### src/rtl/actag_pkg.sv
// Shared definitions for the acTag -> PASID table: opcodes, table entry
// layout and error-bit encoding.
package actag_pkg;

    localparam logic [7:0] OP_NOP          = 8'h00;
    localparam logic [7:0] OP_RD_WNITC     = 8'h10;
    localparam logic [7:0] OP_DMA_W        = 8'h20;
    localparam logic [7:0] ASSIGN_ACTAG    = 8'h50;

    localparam int         ERR_RANGE_BIT   = 0;
    localparam int         ERR_UNASGN_BIT  = 1;
    localparam logic [1:0] ERR_NONE        = 2'b00;
    localparam logic [1:0] ERR_RANGE       = 2'b01;
    localparam logic [1:0] ERR_UNASSIGNED  = 2'b10;

    typedef struct packed {
        logic        valid;
        logic [19:0] pasid;
    } actag_entry_t;

endpackage

### src/rtl/actag_table_mem.sv
// acTag binding storage: one register per entry, single write port,
// combinational read port, synchronous flush of all valid bits.
// A write in the flush cycle lands after the clear, so its entry stays valid.
module actag_table_mem
    import actag_pkg::*;
#(
    parameter int ENTRIES = 16,
    parameter int IDX_W   = 4
) (
    input  logic             clk,
    input  logic             rst_n,
    input  logic             flush,
    input  logic             wr_en,
    input  logic [IDX_W-1:0] wr_idx,
    input  logic [19:0]      wr_pasid,
    input  logic [IDX_W-1:0] rd_idx,
    output actag_entry_t     rd_entry
);

    actag_entry_t mem [ENTRIES];

    for (genvar i = 0; i < ENTRIES; i++) begin : g_ent
        // Per-entry register: write wins over flush, flush only drops valid
        always_ff @(posedge clk or negedge rst_n) begin
            if (!rst_n) begin
                mem[i] <= '0;
            end else if (wr_en && wr_idx == IDX_W'(i)) begin
                mem[i] <= '{valid: 1'b1, pasid: wr_pasid};
            end else if (flush) begin
                mem[i].valid <= 1'b0;
            end
        end
    end

    assign rd_entry = mem[rd_idx];

endmodule

### src/rtl/actag_pasid_table.sv
// Receive-side acTag table: records assign_actag bindings from the command
// stream and forwards every other command with its resolved PASID through a
// single registered output stage, flagging range / unassigned acTags.
// Optional feature macro: ACTAG_TABLE_STATS_EN adds assign/hit counters.
module actag_pasid_table
    import actag_pkg::*;
#(
    parameter int ENTRIES   = 16,
    parameter int ERR_CNT_W = 16
) (
    input  logic                 clk,
    input  logic                 rst_n,
    input  logic [11:0]          cfg_actag_base,
    input  logic [11:0]          cfg_actag_len,
    input  logic                 table_flush,
    input  logic                 cmd_valid,
    output logic                 cmd_ready,
    input  logic [7:0]           cmd_opcode,
    input  logic [11:0]          cmd_actag,
    input  logic [19:0]          cmd_pasid,
    output logic                 out_valid,
    input  logic                 out_ready,
    output logic [7:0]           out_opcode,
    output logic [11:0]          out_actag,
    output logic [19:0]          out_pasid,
    output logic [1:0]           out_err,
    output logic [1:0]           err_sticky,
    output logic [ERR_CNT_W-1:0] err_cnt
`ifdef ACTAG_TABLE_STATS_EN
    ,
    output logic [31:0]          stat_assign_cnt,
    output logic [31:0]          stat_hit_cnt
`endif
);

    localparam int          IDX_W   = (ENTRIES > 1) ? $clog2(ENTRIES) : 1;
    localparam logic [11:0] DEPTH   = 12'(ENTRIES);
    localparam logic [ERR_CNT_W-1:0] ERR_MAX = '1;

    logic [11:0]  idx;
    logic         in_range;
    logic         accept;
    logic         is_assign;
    logic         wr_en;
    logic [1:0]   lk_err;
    logic         err_ev;
    logic [1:0]   err_bits;
    actag_entry_t rd_entry;

    // acTags below base wrap to a huge index and fall out of range naturally
    assign idx       = cmd_actag - cfg_actag_base;
    assign in_range  = (idx < cfg_actag_len) && (idx < DEPTH);
    assign cmd_ready = ~out_valid | out_ready;
    assign accept    = cmd_valid & cmd_ready;
    assign is_assign = (cmd_opcode == ASSIGN_ACTAG);
    assign wr_en     = accept & is_assign & in_range;

    actag_table_mem #(
        .ENTRIES (ENTRIES),
        .IDX_W   (IDX_W)
    ) u_mem (
        .clk      (clk),
        .rst_n    (rst_n),
        .flush    (table_flush),
        .wr_en    (wr_en),
        .wr_idx   (idx[IDX_W-1:0]),
        .wr_pasid (cmd_pasid),
        .rd_idx   (idx[IDX_W-1:0]),
        .rd_entry (rd_entry)
    );

    // Lookup error: range error masks the unassigned check
    always_comb begin
        lk_err = ERR_NONE;
        if (!in_range)            lk_err = ERR_RANGE;
        else if (!rd_entry.valid) lk_err = ERR_UNASSIGNED;
    end

    // Error event for this accepted command (dropped assign or bad lookup)
    always_comb begin
        err_ev   = 1'b0;
        err_bits = ERR_NONE;
        if (accept) begin
            if (is_assign) begin
                err_ev   = ~in_range;
                err_bits = in_range ? ERR_NONE : ERR_RANGE;
            end else begin
                err_ev   = |lk_err;
                err_bits = lk_err;
            end
        end
    end

    // Output stage: load on accepted non-assign, drop when downstream takes it
    always_ff @(posedge clk or negedge rst_n) begin
        if (!rst_n) begin
            out_valid  <= 1'b0;
            out_opcode <= '0;
            out_actag  <= '0;
            out_pasid  <= '0;
            out_err    <= '0;
        end else if (accept && !is_assign) begin
            out_valid  <= 1'b1;
            out_opcode <= cmd_opcode;
            out_actag  <= cmd_actag;
            out_pasid  <= (lk_err == ERR_NONE) ? rd_entry.pasid : 20'h0;
            out_err    <= lk_err;
        end else if (out_ready) begin
            out_valid  <= 1'b0;
        end
    end

    // Sticky errors clear on flush; an error in the flush cycle still lands
    always_ff @(posedge clk or negedge rst_n) begin
        if (!rst_n) err_sticky <= '0;
        else        err_sticky <= (table_flush ? 2'b00 : err_sticky) | err_bits;
    end

    // Saturating error count, untouched by flush
    always_ff @(posedge clk or negedge rst_n) begin
        if (!rst_n)                        err_cnt <= '0;
        else if (err_ev && err_cnt != ERR_MAX) err_cnt <= err_cnt + 1'b1;
    end

`ifdef ACTAG_TABLE_STATS_EN
    // Wrapping usage counters: in-range assigns and clean lookups
    always_ff @(posedge clk or negedge rst_n) begin
        if (!rst_n) begin
            stat_assign_cnt <= '0;
            stat_hit_cnt    <= '0;
        end else begin
            if (wr_en)
                stat_assign_cnt <= stat_assign_cnt + 32'd1;
            if (accept && !is_assign && lk_err == ERR_NONE)
                stat_hit_cnt    <= stat_hit_cnt + 32'd1;
        end
    end
`endif

endmodule
### config.mk
export PLATFORM = sky130hd
export DESIGN_NAME = actag_pasid_table
export DESIGN_NICKNAME = d
export VERILOG_FILES = /design/src/rtl/actag_pkg.sv /design/src/rtl/actag_table_mem.sv /design/src/rtl/actag_pasid_table.sv
export SDC_FILE = /design/constraint.sdc
export NUM_CORES = 1
export LEC_CHECK = 0
export BUFFER_PORTS_ARGS = -buffer_cell sky130_fd_sc_hd__buf_2
export CORE_MARGIN = 5
export CORE_UTILIZATION = 45
export DETAILED_ROUTE_END_ITERATION = 10
export SYNTH_ARGS = -nofsm -noshare
export SYNTH_HDL_FRONTEND = slang
export SYNTH_SLANG_ARGS = --single-unit
### constraint.sdc
create_clock -name clk -period 5.75 [get_ports clk]
set_input_delay 1.15 -clock clk [delete_from_list [all_inputs] [get_ports clk]]
set_output_delay 1.15 -clock clk [all_outputs]
set_load 0.005 [all_outputs]
## Yosys cells after proc, flatten, opt, wreduce, memory -nomap -nowiden

Cells that the tools add are included.

- Output and inout bits: 62
- Flip-flop bits (word level): 397

- Reduce and logical (&&, ||, !) cells: 40
- $lt $le $gt $ge: 3
- Bitwise operators: 8
- Multiplexer cells: 31
- Equal/unequal tests: 17
- $add $sub $neg: 2

Operators with widths:

| cell | count |
|---|---|
| $bmux 21 s4 | 1 |
| $mux 21 | 2 |
| $reduce_bool 2->1 | 17 |
| $eq 4x4->1 const B | 8 |
| $mux 1 | 22 |
| $mux 20 | 1 |
| $logic_and 1x1->1 | 19 |
| $add 16x1->16 const B | 1 |
| $eq 4x3->1 const B | 4 |
| $ne 16x16->1 const B | 1 |
| $lt 12x12->1 | 1 |
| $lt 12x5->1 const B | 1 |
| $sub 12x12->12 | 1 |
| $mux 2 | 5 |
| $eq 4x2->1 const B | 2 |
| $eq 8x7->1 const B | 1 |
| $ge 5x5->1 const B | 1 |
| $not 4->5 | 1 |
| $eq 4x1->1 const B | 1 |
| $logic_not 4->1 | 1 |
| $and 1x1->1 | 3 |
| $logic_not 2->1 | 1 |
| $not 1->1 | 2 |
| $or 2x2->2 | 1 |
| 3 further kinds | 3 |

## Logic depth before layout (Yosys ltp)

- Depth in word-level cells: 11
- Gate-level depth with buffers: 19

## Cells and area by module

Synthesis repeated with hierarchy kept, for this count alone.

- Cells, all modules: 1,258
- Area, all modules: 18,521.5 um^2

By module, submodules not included:

| module | times used | cells an instance | area an instance (um^2) | sequential area each (um^2) |
|---|---|---|---|---|
| actag_table_mem | 1 | 932 | 15,138.3 | 8,408.1 |
| actag_pasid_table | 1 | 326 | 3,383.2 | 1,526.5 |

## Worst setup path after synthesis

OpenSTA, ideal clock, no wires.

- Kind: input -> register
- Start: in cfg_actag_base[1]
- End: reg u_mem.mem[105] (netlist name)
- Stages on the path: 18
- Required time: 5.625 ns
- Setup slack: 0.718 ns
- Path buffers: 4
- Data arrival time: 4.907 ns
- Cells stage by stage: inv_1 > ha_1 > nor2b_1 > o31a_1 > a21oi_1 > buf_1 > clkbuf_1 > ha_1 > nor2_1 > nor2_1 > a2111oi_2 > nor4_1 > nor4b_2 > and3_2 > buf_8 > nand4_4 > buf_6 > mux2_4

- Longest elaborated chain between the ends: 5
- Elaborated cells between the ends (all ways): 7
- Classes of those cells: add/sub (1); order compare (2); eq/ne (1); bitwise (1); reduce/logical (2)

RTL lines:

| what | RTL line | text |
|---|---|---|
| start: declaration | actag_pasid_table.sv:13 | `input logic [11:0] cfg_actag_base,` |
| $sub 12x12->12 (*) | actag_pasid_table.sv:51 | `assign idx = cmd_actag - cfg_actag_base;` |
| $lt 12x12->1 or $lt 12x5->1 (tied branches) | actag_pasid_table.sv:52 | `assign in_range = (idx < cfg_actag_len) && (idx < DEPTH);` |
| $logic_and 1x1->1 | actag_pasid_table.sv:52 |  |
| $and 1x1->1 | actag_pasid_table.sv:56 | `assign wr_en = accept & is_assign & in_range;` |
| $logic_and 1x1->1 (*) | actag_table_mem.sv:27 | `end else if (wr_en && wr_idx == IDX_W'(i)) begin` |
| end signal: indexed assignment | actag_table_mem.sv:28 | `mem[i] <= '{valid: 1'b1, pasid: wr_pasid};` |
| end: declaration | actag_table_mem.sv:20 | `actag_entry_t mem [ENTRIES];` |

Every way passes the cells marked *; elsewhere a longest branch is shown, timed or not.
A chain may end at the register's enable or synchronous reset.

## Worst setup path in the final report

- Start: in cmd_actag[0]
- End: reg u_mem.mem[68] (netlist name)

- Longest elaborated chain between the ends: 5
- Elaborated cells between the ends (all ways): 7
- Classes of those cells: add/sub (1); order compare (2); eq/ne (1); bitwise (1); reduce/logical (2)

RTL lines:

| what | RTL line | text |
|---|---|---|
| start: declaration | actag_pasid_table.sv:19 | `input logic [11:0] cmd_actag,` |
| $sub 12x12->12 (*) | actag_pasid_table.sv:51 |  |
| $lt 12x12->1 or $lt 12x5->1 (tied branches) | actag_pasid_table.sv:52 |  |
| $logic_and 1x1->1 | actag_pasid_table.sv:52 |  |
| $and 1x1->1 | actag_pasid_table.sv:56 |  |
| $logic_and 1x1->1 (*) | actag_table_mem.sv:27 |  |

Marks and branches as above.

==> results.cfg <==
[synthesis]
yosysTopAreaCellShare_pct = 52.76
avgSynthCellArea_um2 = 15.15
synth_flop_cell = dfrtp_1
yosysUniqueCellTypes = 54
yosysWarnings = 0
synth_most_common_cell = dfrtp_1
synth_area_um2 = 18830
synth-seq-area-share_pct = 52.76
syn_nets = 1335
synth_edf_count = 0
synth_seq_cells = 397
yosys-top-cells-area = dfrtp_1 (53%), mux4_2 (13%), mux2_1 (9.4%)
yosys-top-cells-count = dfrtp_1 (397), mux2_1 (157), mux4_2 (105)
synthArstFlopShare_pct = 100.0
yosysTopAreaCell = dfrtp_1
synthCells = 1243

[timing]
worst_pin_slew_ns = 0.9823
clock_skew_ns = 0.02313
hold_viol = 0
max_clock_freq_ghz = 0.2061
setup-violations-final = 0
worst_slack_ns = 0.8986
rsz0062_at_grt = false
fin_tns_setup_ns = 0
period_share_pct = 84.37
slew_viol_final = 0
maxSlewHeadroom_pct = 34.51
min_period_ns = 4.851

[power]
peakVddDrop_mv = 0.2426
leakagePower_nw = 11.16
p_per_area_nw_per_um2 = 309.3

[die]
coreArea_um2 = 41670
die_y_um = 214.6
ios = 131
rows = 75
die_area_um2 = 46030
start_util_pct = 45.19
die_x_um = 214.6

[worst_setup_path]
rr_startpoint = u_mem.mem[41]$_DFFE_PN0P_
ff2ff_setup_slack_ns = 3.14
setup.worst_path.start = cmd_actag[0]
cp_max_fo = 21
worstRegToRegCells = 7
cp-end-kind = register
r2r-end = err_cnt[4]$_DFFE_PN0P_
cp.required_ns = 6.19
crit_end = u_mem.mem[68]$_DFFE_PN0P_
critPathLaunchType = primary input
arrival_ns = 5.29
critPathKind = in -> reg

[clock_tree]
clockRootBuffer = clkbuf_16
cts_tree = done
cts_hold_buf = 0
post_cts_resized = 0
cts_buffers = 44
cts_setup_buffers = 0
clock_latency_ns = 0.58
h-tree-depth = 2
clk_pin_slew_ns = 0.06
clock-sinks = 397
clockBufferDepth = 3

[route]
routed_wl_mm = 43.87
drc = 0
dr.pass1.iters = 5
drtIter0Drc = 684
vias = 10880
wl_per_cell_um = 22.52
postRouteAntennaNets = 0
routed_via_density = 5.587

[placed_design]
io_buffers = 130
post_dp_cell_area_um2 = 20110
finalWeightedCongestion = 0.8007
place_ws_ns = 0.3050
dpl.hpwl_mm = 27.62

[grt]
grt_usage_pct = 19.33
grt_max_degree = 129
gr-total-overflow = 0
antenna_found_initial = 1
grt_first_pass_wirelength_mm = 70.31
grt_pass1_vias = 11710

[min_path]
min_path_type = reg -> reg
hp-start = out_actag[10]$_DFFE_PN0P_

[layout]
fillers = 3486
drive_gt1_share_pct = 39.67
area_delta_synth_final_pct = 15.93
antenna_cells = 0
final_nets = 1465
design_area_um2 = 21830

[flow_run]
cap_violations = 0

[run_status]
run_status = completed
==> cell type report <==
type                    instances  area, um^2  area share [%]
flip-flops and latches        397        9935           45.51
clock buffers                  60        1292           5.921
well taps                     539       674.4           3.090
multi-input cells             712        8295           38.00
inverters                      43       161.4          0.7394
repair buffers                175        1049           4.803
clock inverters                22       421.7           1.932
==> per-stage QoR <==
step	hold WS [ns]	cells	power (W)	util, %
after floorplan	0.4587	1243	0.003263	-
after global placement	0.4554	1866	0.003526	48.28
after detailed placement	0.4618	1866	0.003532	48.28
after CTS	0.4771	1948	0.006850	52.39
after global routing	0.4943	1948	0.007018	52.39
final	0.4702	1948	0.006751	52.39
==> registers in the layout, summed over array words and instances, names as in the netlist <==
name / count
out_opcode: 8
err_cnt: 16
out_err: 2
u_mem.mem: 336
out_pasid: 20
out_valid: 1
err_sticky: 2
out_actag: 12
==> per-layer routing <==
metal	up-vias	wire length, um	track usage [%]
li1	4801	-	-
met1	5779	20370	27.62
met2	238	20610	30.92
met3	63	1913	3.346
met4	2	964	5.325
met5	-	11	0
==> cell usage in the layout (no fill, tap or decap), types with 3 or more instances in the layout <==
cell       netlist  final
mux2_4          76     76
nor3_2           5      5
nand3_1          8      8
clkinv_2         0      7
nand2_1         67     66
a21oi_1          8      7
inv_1           43     43
nand4_4          4      4
mux4_2         105    105
nand2b_1         4      4
clkbuf_1        42      4
bufinv_16        0     12
and3_1           4      4
clkbuf_16        0     45
a211oi_1         3      3
inv_6            0      3
o21ai_0         27     27
clkbuf_8         0     11
a22o_1          22     22
buf_4            1     41
dfrtp_1        397    397
buf_2           26    129
xor2_1          17     17
mux2_1         157    157
nand3_2         12     12
mux2_2          92     92
a21o_1           3      3
ha_1            22     21
nor3b_1          3      3
buf_12           0      4
nor2b_1          3      3
a31oi_1          3      3
nor4b_2          3      3
xnor2_1          6      5
nor2_1          27     27
nand4_1          6      6
==> worst min-delay path by stage <==
stage	depth (start not counted)	slack, ns	end
2_1_floorplan	1	0.46	u_mem.mem[10]$_DFFE_PN0P_
3_3_place_gp	2	0.46	out_opcode[1]$_DFFE_PN0P_
3_5_place_dp	2	0.46	out_actag[4]$_DFFE_PN0P_
4_1_cts	2	0.48	out_actag[4]$_DFFE_PN0P_
5_1_grt	1	0.49	u_mem.mem[264]$_DFFE_PN0P_
6_report	2	0.47	out_actag[10]$_DFFE_PN0P_
==> kinds of logic (layout without fill, tap and decap cells) <==
family | count (synthesis) | in the layout | share of synthesized area, %
flip-flops | 397 | 397 | 52.76
multiplexers | 430 | 430 | 33.51
adder cells (fa/ha/maj) | 23 | 23 | 1.568
AND/OR/NAND/NOR | 157 | 157 | 4.831
XOR/XNOR | 23 | 23 | 1.070
buffers and inverters | 134 | 300 | 3.402
AO/OA/AOI/OAI | 79 | 79 | 2.857
==> power breakdown <==
part           total, W  switching (W)  internal [W]
clock network   0.00329        0.00117       0.00212
registers       0.00288      0.0000377       0.00284
logic          0.000589       0.000369      0.000220
total           0.00675        0.00158       0.00517
==> critical path: stages <==
cell	delay (ns)
buf_2	0.09
inv_1	0.10
ha_4	0.14
inv_1	0.04
fa_4	0.45
a211oi_1	0.29
o21bai_1	0.16
a21o_1	0.21
xor2_1	0.20
ha_1	0.29
o21ai_0	0.16
nor2_1	0.06
a2111oi_2	0.20
nor4_1	0.11
nor4b_2	0.36
and3_2	0.28
buf_12	0.19
nand4_4	0.10
buf_4	0.33
mux2_4	0.35
(Power assumes the default switching activity.)
